File: src/rtl/alu_result_capture.sv
// Registered output stage behind the combinational ALU: 2-entry skid buffer between the ALU
// issuer and its consumer, plus sticky flags, a zero-flag sanity check and saturating counters.
module alu_result_capture #(
    parameter int unsigned WIDTH = 64,
    parameter int unsigned OPW   = 4,
    parameter int unsigned CNT_W = 16
) (
    input  logic             clk,
    input  logic             rst,
    input  logic             in_valid,
    output logic             in_ready,
    input  logic [OPW-1:0]   in_opcode,
    input  logic [WIDTH-1:0] in_result,
    input  logic             in_carry,
    input  logic             in_zero,
    input  logic             in_ovf,
    output logic             out_valid,
    input  logic             out_ready,
    output logic [OPW-1:0]   out_opcode,
    output logic [WIDTH-1:0] out_result,
    output logic             out_carry,
    output logic             out_zero,
    output logic             out_ovf,
    input  logic             sticky_clear,
    output logic             sticky_carry,
    output logic             sticky_ovf,
    output logic             flag_err,
    output logic [CNT_W-1:0] result_count,
    output logic [CNT_W-1:0] ovf_count
);

    typedef struct packed {
        logic [OPW-1:0]   opcode;
        logic [WIDTH-1:0] result;
        logic             carry;
        logic             zero;
        logic             ovf;
    } entry_t;

    typedef enum logic [1:0] {StEmpty, StOne, StTwo} state_e;

    localparam logic [CNT_W-1:0] CntMax = '1;
    localparam logic [CNT_W-1:0] CntOne = CNT_W'(1);

    state_e     state_q;
    entry_t     in_entry;
    entry_t     main_q;
    entry_t     skid_q;
    logic       accept;
    logic       fire;

    logic             sticky_carry_q, sticky_carry_d;
    logic             sticky_ovf_q, sticky_ovf_d;
    logic             flag_err_q, flag_err_d;
    logic [CNT_W-1:0] result_count_q, result_count_d;
    logic [CNT_W-1:0] ovf_count_q, ovf_count_d;
    logic [CNT_W-1:0] result_base, ovf_base;

    // Ready depends only on state (and reset), so out_ready never reaches the issuer.
    assign in_ready  = !rst && (state_q != StTwo);
    assign out_valid = (state_q != StEmpty);
    assign accept    = in_valid && in_ready;
    assign fire      = out_valid && out_ready;

    always_comb begin
        in_entry        = '0;
        in_entry.opcode = in_opcode;
        in_entry.result = in_result;
        in_entry.carry  = in_carry;
        in_entry.zero   = in_zero;
        in_entry.ovf    = in_ovf;
    end

    // Clear is applied first so a same-cycle accept lands on a fresh status.
    always_comb begin
        result_base    = sticky_clear ? '0 : result_count_q;
        ovf_base       = sticky_clear ? '0 : ovf_count_q;
        sticky_carry_d = !sticky_clear && sticky_carry_q;
        sticky_ovf_d   = !sticky_clear && sticky_ovf_q;
        flag_err_d     = !sticky_clear && flag_err_q;
        result_count_d = result_base;
        ovf_count_d    = ovf_base;
        if (accept) begin
            sticky_carry_d = sticky_carry_d || in_carry;
            sticky_ovf_d   = sticky_ovf_d || in_ovf;
            flag_err_d     = flag_err_d || (in_zero != (in_result == '0));
            if (result_base != CntMax) begin
                result_count_d = result_base + CntOne;
            end
            if (in_ovf && (ovf_base != CntMax)) begin
                ovf_count_d = ovf_base + CntOne;
            end
        end
    end

    always_ff @(posedge clk) begin
        if (rst) begin
            state_q        <= StEmpty;
            main_q         <= '0;
            skid_q         <= '0;
            sticky_carry_q <= 1'b0;
            sticky_ovf_q   <= 1'b0;
            flag_err_q     <= 1'b0;
            result_count_q <= '0;
            ovf_count_q    <= '0;
        end else begin
            unique case (state_q)
                StEmpty: begin
                    if (accept) begin
                        state_q <= StOne;
                        main_q  <= in_entry;
                    end
                end
                StOne: begin
                    if (accept && fire) begin
                        main_q <= in_entry;
                    end else if (accept) begin
                        state_q <= StTwo;
                        skid_q  <= in_entry;
                    end else if (fire) begin
                        state_q <= StEmpty;
                    end
                end
                StTwo: begin
                    if (fire) begin
                        state_q <= StOne;
                        main_q  <= skid_q;
                    end
                end
                default: state_q <= StEmpty;
            endcase
            sticky_carry_q <= sticky_carry_d;
            sticky_ovf_q   <= sticky_ovf_d;
            flag_err_q     <= flag_err_d;
            result_count_q <= result_count_d;
            ovf_count_q    <= ovf_count_d;
        end
    end

    assign out_opcode   = main_q.opcode;
    assign out_result   = main_q.result;
    assign out_carry    = main_q.carry;
    assign out_zero     = main_q.zero;
    assign out_ovf      = main_q.ovf;
    assign sticky_carry = sticky_carry_q;
    assign sticky_ovf   = sticky_ovf_q;
    assign flag_err     = flag_err_q;
    assign result_count = result_count_q;
    assign ovf_count    = ovf_count_q;

endmodule
File: config.mk
export PLATFORM = sky130hd
export DESIGN_NAME = alu_result_capture
export DESIGN_NICKNAME = d
export VERILOG_FILES = /design/src/rtl/alu_result_capture.sv
export SDC_FILE = /design/constraint.sdc
export NUM_CORES = 1
export LEC_CHECK = 0
export CAP_MARGIN = 20
export CORE_ASPECT_RATIO = 0.9
export CORE_MARGIN = 8
export CORE_UTILIZATION = 56
export DETAILED_ROUTE_END_ITERATION = 6
export DONT_BUFFER_PORTS = 1
export PLACE_DENSITY = 0.74
export SLEW_MARGIN = 20
export SYNTH_ARGS = -nofsm -noshare
export SYNTH_HDL_FRONTEND = slang
export SYNTH_SLANG_ARGS = --single-unit
File: constraint.sdc
create_clock -name clk -period 3.5 [get_ports clk]
set_input_delay 0.7 -clock clk [delete_from_list [all_inputs] [get_ports clk]]
set_output_delay 0.7 -clock clk [all_outputs]
set_load 0.02 [all_outputs]
== Word level (Yosys, flattened, before mapping) ==
Cells that the tools add are included.
Operators by class
  add/sub/neg operators: 2
  eq/ne operators: 11
  muxes and demuxes: 19
  bitwise operators: 1
  reductions and logical operators: 20
Operators by type and width (number)
  $mux W71: 3
  $pmux W71 S3: 1
  $mux W16: 6
  $logic_not A64 Y1: 1
  $add A16 B1 Y16 const B: 2
  $ne A16 B16 Y1 const B: 2
  $mux W2: 5
  $ne A2 B2 Y1 const B: 5
  $logic_and A1 B1 Y1: 8
  $reduce_and A4 Y1: 2
  $pmux W2 S3: 1
  $logic_or A1 B1 Y1: 3
  $mux W1: 3
  $ne A3 B3 Y1 const B: 1
  $reduce_and A3 Y1: 1
  $reduce_bool A3 Y1: 1
  $eq A2 B1 Y1 const B: 1
  $eq A2 B2 Y1 const B: 1
  $logic_not A1 Y1: 2
  $logic_not A2 Y1: 1
  $reduce_bool A2 Y1: 1
  $ne A1 B1 Y1: 1
  $not A1 Y1: 1
Word-level totals
  register bits after elaboration: 179
  bits of input ports: 76
  logic and storage cells: 69

== Depth between registers and ports, before layout ==
  word-level depth: 6
  gate-level depth with buffers: 11
  depth with buffers taken out: 7

== Worst setup path after synthesis ==
OpenSTA, ideal clock, no wires.
  path type: input-to-reg
  start: input port sticky_clear
  end: register result_count_q[9], in the netlist result_count[9]
  setup time: 70 ps
  data arrival time: 2791 ps
  path slack: 639 ps
  stages on the path: 11
  cells stage by stage: buf_2 clkbuf_1 nor2b_1 ha_1 and2_1 and4_4 buf_6 and2_4 buf_6 or4_1 a21oi_1
Between the ends
  word-level cells in the longest chain between the ends: 4
  elaborated cells between the ends (all ways): 5
Ends and longest elaborated chain
  start, declared: RTL line 24  | input logic sticky_clear,
  $mux W16 (*): RTL line 76  | result_base = sticky_clear ? '0 : result_count_q;
  $add A16 B1 Y16 / $ne A16 B16 Y1 (equally long branches): RTL line 88, 87
  $mux W16: RTL line 87  | if (result_base != CntMax) begin
  $mux W16 (*): RTL line 83  | if (accept) begin
  end signal, assigned: RTL line 135  | result_count_q <= result_count_d;
  end, declared: RTL line 55  | logic [CNT_W-1:0] result_count_q, result_count_d;
Mark *: on every way between the ends. The rest lies on a longest branch, timed or not.
A chain may end at the register's enable or synchronous reset.

== Worst setup path after layout ==
  start: register ovf_count_q[0], in the netlist ovf_count[0]
  end: register ovf_count_q[2], in the netlist ovf_count[2]
Between the ends
  word-level cells in the longest chain between the ends: 5
  elaborated cells between the ends (all ways): 6
Ends and longest elaborated chain
  start, declared: RTL line 56  | logic [CNT_W-1:0] ovf_count_q, ovf_count_d;
  start signal, assigned: RTL line 136  | ovf_count_q <= ovf_count_d;
  $mux W16 (*): RTL line 77  | ovf_base = sticky_clear ? '0 : ovf_count_q;
  parallel branches: the longest is 2 deep, another holds $add A16 B1 Y16
  $mux W16 (*): RTL line 90  | if (in_ovf && (ovf_base != CntMax)) begin
  $mux W16 (*): RTL line 83
Every way passes the cells marked *.

==> run_results.csv <==
group,metric,value,unit
clock_tree,clock_latency,420,ps
floorplan,die_w,139.4,um
logic_synthesis,synthMuxAreaShare,9.654,%
logic_synthesis,ys_seq_elements,179,
placed_design,place.gp.congestion,0.8761,
critical_path,path_cells,"nor2b_1 -> ha_1 -> and3b_1 -> nor4b_4 -> a21oi_2 -> a211oi_1 -> a31o_1",
pwr,total_power,4.657,mW
clock_tree,cts_hold_buf,0,
placed_design,portBuffers,0,
pwr,powerDensity,559.9,nW/um^2
floorplan,initial_core_util,57.42,%
finish,final_cells,1024,
critical_path,crit_path_max_fanout,9,
pwr,peakVddDrop,0.4194,mV
timing,period_needed,2366,ps
logic_synthesis,yosysUniqueCellTypes,57,
route,num_vias,6177,
finish,final_util,62.24,%
global_routing,grt_antenna_before_repair,0,
clock_tree,cts.htree.levels,4,
logic_synthesis,synth_top_family_by_area,"simple AND/OR/NAND/NOR gates",
logic_synthesis,synth-simple-area-share,21.85,%
timing,max_freq,0.4226,GHz
timing,setup_viol,0,
finish,syn2layout_area_growth,8.399,%
critical_path,crit_type,"flop to flop",
flow_run,cap_violations,0,
timing,skew,7.788,ps
timing,fin_crit_sh,67.61,%
finish,num_antenna_cells,0,
clock_tree,clock-root-buffer,"clkbuf_16",
critical_path,cp-start-kind,"flop",
hold_path,worstHoldPathType,"primary input to flop",
route,routed_wl,19780,um
logic_synthesis,synth-xor-area-share,1.941,%
critical_path,slowest_stage,"dfxtp_1",
route,drtIter0Drc,493,
route,ant_nets,0,
status,status,"finished, final reports clean",
floorplan,die_area,17710,um^2
timing,final_hold_viol_count,0,
clock_tree,clk_pin_slew,70,ps
placed_design,placed_cell_area,7665,um^2
critical_path,end_kind,"flop",
logic_synthesis,synth_compound_area_share,15.36,%
timing,holdWs,343.7,ps
clock_tree,postCtsResizedCells,0,
timing,setup_tns,0,ps
global_routing,grt_max_degree,164,
route,post_drt_wl_per_cell,19.32,um
floorplan,num_io_pins,184,
floorplan,die_h,127.0,um
logic_synthesis,ys_seq_area_share,46.71,%
clock_tree,tritoncts,"done",
clock_tree,clock_path_buffers,2,
critical_path,crit_path_max_incr_delay,470,ps
floorplan,rows,40,
finish,fin_nets,921,
logic_synthesis,syn_inst,883,
placed_design,pre_cts_slack,1035,ps
logic_synthesis,ys_warn_count,0,
route,drc,0,
timing,fin_ws,1134,ps
global_routing,grt_pass1_vias,5740,
global_routing,grt_pass1_wl,31180,um
timing,maxSlewHeadroom,45.67,%
clock_tree,postCtsSetupBuffers,0,
placed_design,dpl.cell_count,992,
timing,worst_slew_pin_slew,814.9,ps
logic_synthesis,ys_async_sr_fraction,0,%
floorplan,coreArea,13360,um^2
global_routing,grt.overflow.total,0,
logic_synthesis,synthAdderAreaFrac,0.3262,%
critical_path,cp_top_family,"simple AND/OR/NAND/NOR gates",
logic_synthesis,syn-num-nets,961,
route,dr.pass1.iters,5,
critical_path,cp.arrival,2730,ps
timing,rsz0062_at_grt,"no",
route,vias_per_cell,6.032,
finish,drive_gt1_share,6.425,%
placed_design,dp_hpwl,13250,um
finish,design_area,8317,um^2
critical_path,critPathBufInv,0,
critical_path,required,3870,ps
logic_synthesis,avgSynthCellArea,8.689,um^2
pwr,leakage,3.239,nW
clock_tree,cts_made_buffers,17,
logic_synthesis,synth_flop_cell,"dfxtp_1",
global_routing,grt_usage,21.66,%
timing,slew_viol_final,0,
clock_tree,clock_sinks,179,
logic_synthesis,syn_area,7672,um^2
logic_synthesis,synth-edff-count,0,
## cell usage after synthesis, types with 3 or more instances
master,n,area (um^2)
dfxtp_1,179,3583
nand2_1,165,619.3
nor2_1,98,367.9
a21oi_1,81,405.4
a211oi_1,78,585.6
mux2i_1,74,740.7
clkbuf_1,33,123.9
buf_2,27,135.1
nor4_1,27,168.9
xnor2_1,17,148.9
nand4_1,11,68.82
nor2b_1,11,68.82
nand3_1,7,35.03
inv_1,4,15.01
nor3_1,4,20.02
o21ai_0,4,20.02
and2_1,3,18.77
and3_1,3,18.77
nand4b_1,3,26.28
o31ai_1,3,22.52
or3_1,3,18.77
or4_1,3,22.52
## logic make-up (layout without fill, tap and decap cells)
logic type,after synthesis,count (layout)
and+or+nand+nor,359,359
AOI/OAI and AO/OA,182,182
DFF,179,179
muxes,74,74
buffers and inverters,70,43
xor gates and xnor gates,17,17
adders and majority gates,2,2
## sequential cells by signal (all words and copies together) (netlist names)
name	flops
flag_err	1
out_carry	1
out_opcode	4
out_ovf	1
out_result	64
out_zero	1
ovf_count	16
result_count	16
skid_q	71
state_q	2
sticky_carry	1
sticky_ovf	1
## routing by layer
layer	up-vias	GRT usage, %	routed length [um]
met3	29	10.31	2326
met4	0	7.608	332
met2	220	33.94	8925
met5	-	0	0
met1	2879	25.54	8198
li1	3049	-	-
## worst register-to-register path: stages, from the launching register on
cell      delay [ps]
dfxtp_1          470
nor2b_1          260
ha_1             280
and3b_1          220
nor4b_4          460
a21oi_2          180
a211oi_1         280
a31o_1           150
## power by group
group          internal, mW  switching, mW
Sequential             2.13          0.178
Clock                  1.28          0.794
Combinational         0.114          0.161
## worst paths after layout
check                                   from       endpoint  slack, ps  depth (start not counted)
worst min-delay path                     rst  out_result[4]        340                          1
worst max-delay path            ovf_count[0]   ovf_count[2]       1130                          7
worst min register to register     skid_q[7]      skid_q[7]        450                          2
worst max register to register  ovf_count[0]   ovf_count[2]       1130                          7
## layout by cell type, fill, tap and decap left out, drive strengths merged, types with 3 or more instances in the layout
cell	netlist	final
nand4	12	12
dfxtp	179	179
nand2	165	165
nand3	7	7
clkinv	2	5
nor4	28	28
o31ai	3	3
nand4b	3	3
buf	31	5
clkbuf	33	21
nand3b	3	3
bufinv	0	4
a211oi	78	78
a31o	3	3
and2	4	4
o21ai	5	5
xnor2	17	17
and3	3	3
or4	3	3
nor2b	11	11
a21oi	82	82
nor3	4	4
nor3b	3	3
mux2i	74	74
and3b	3	3
nor2	98	98
inv	4	6
or3	3	3
## cell type report
class,count,area (um^2)
Fill cell,1095,5046
Multi-Input combinational cell,634,3786
Sequential cell,179,3583
Clock buffer,21,480.5
Tap cell,168,210.2
Clock inverter,11,171.4
Timing Repair Buffer,5,62.56
Inverter,6,22.52
(Power assumes the default switching activity.)
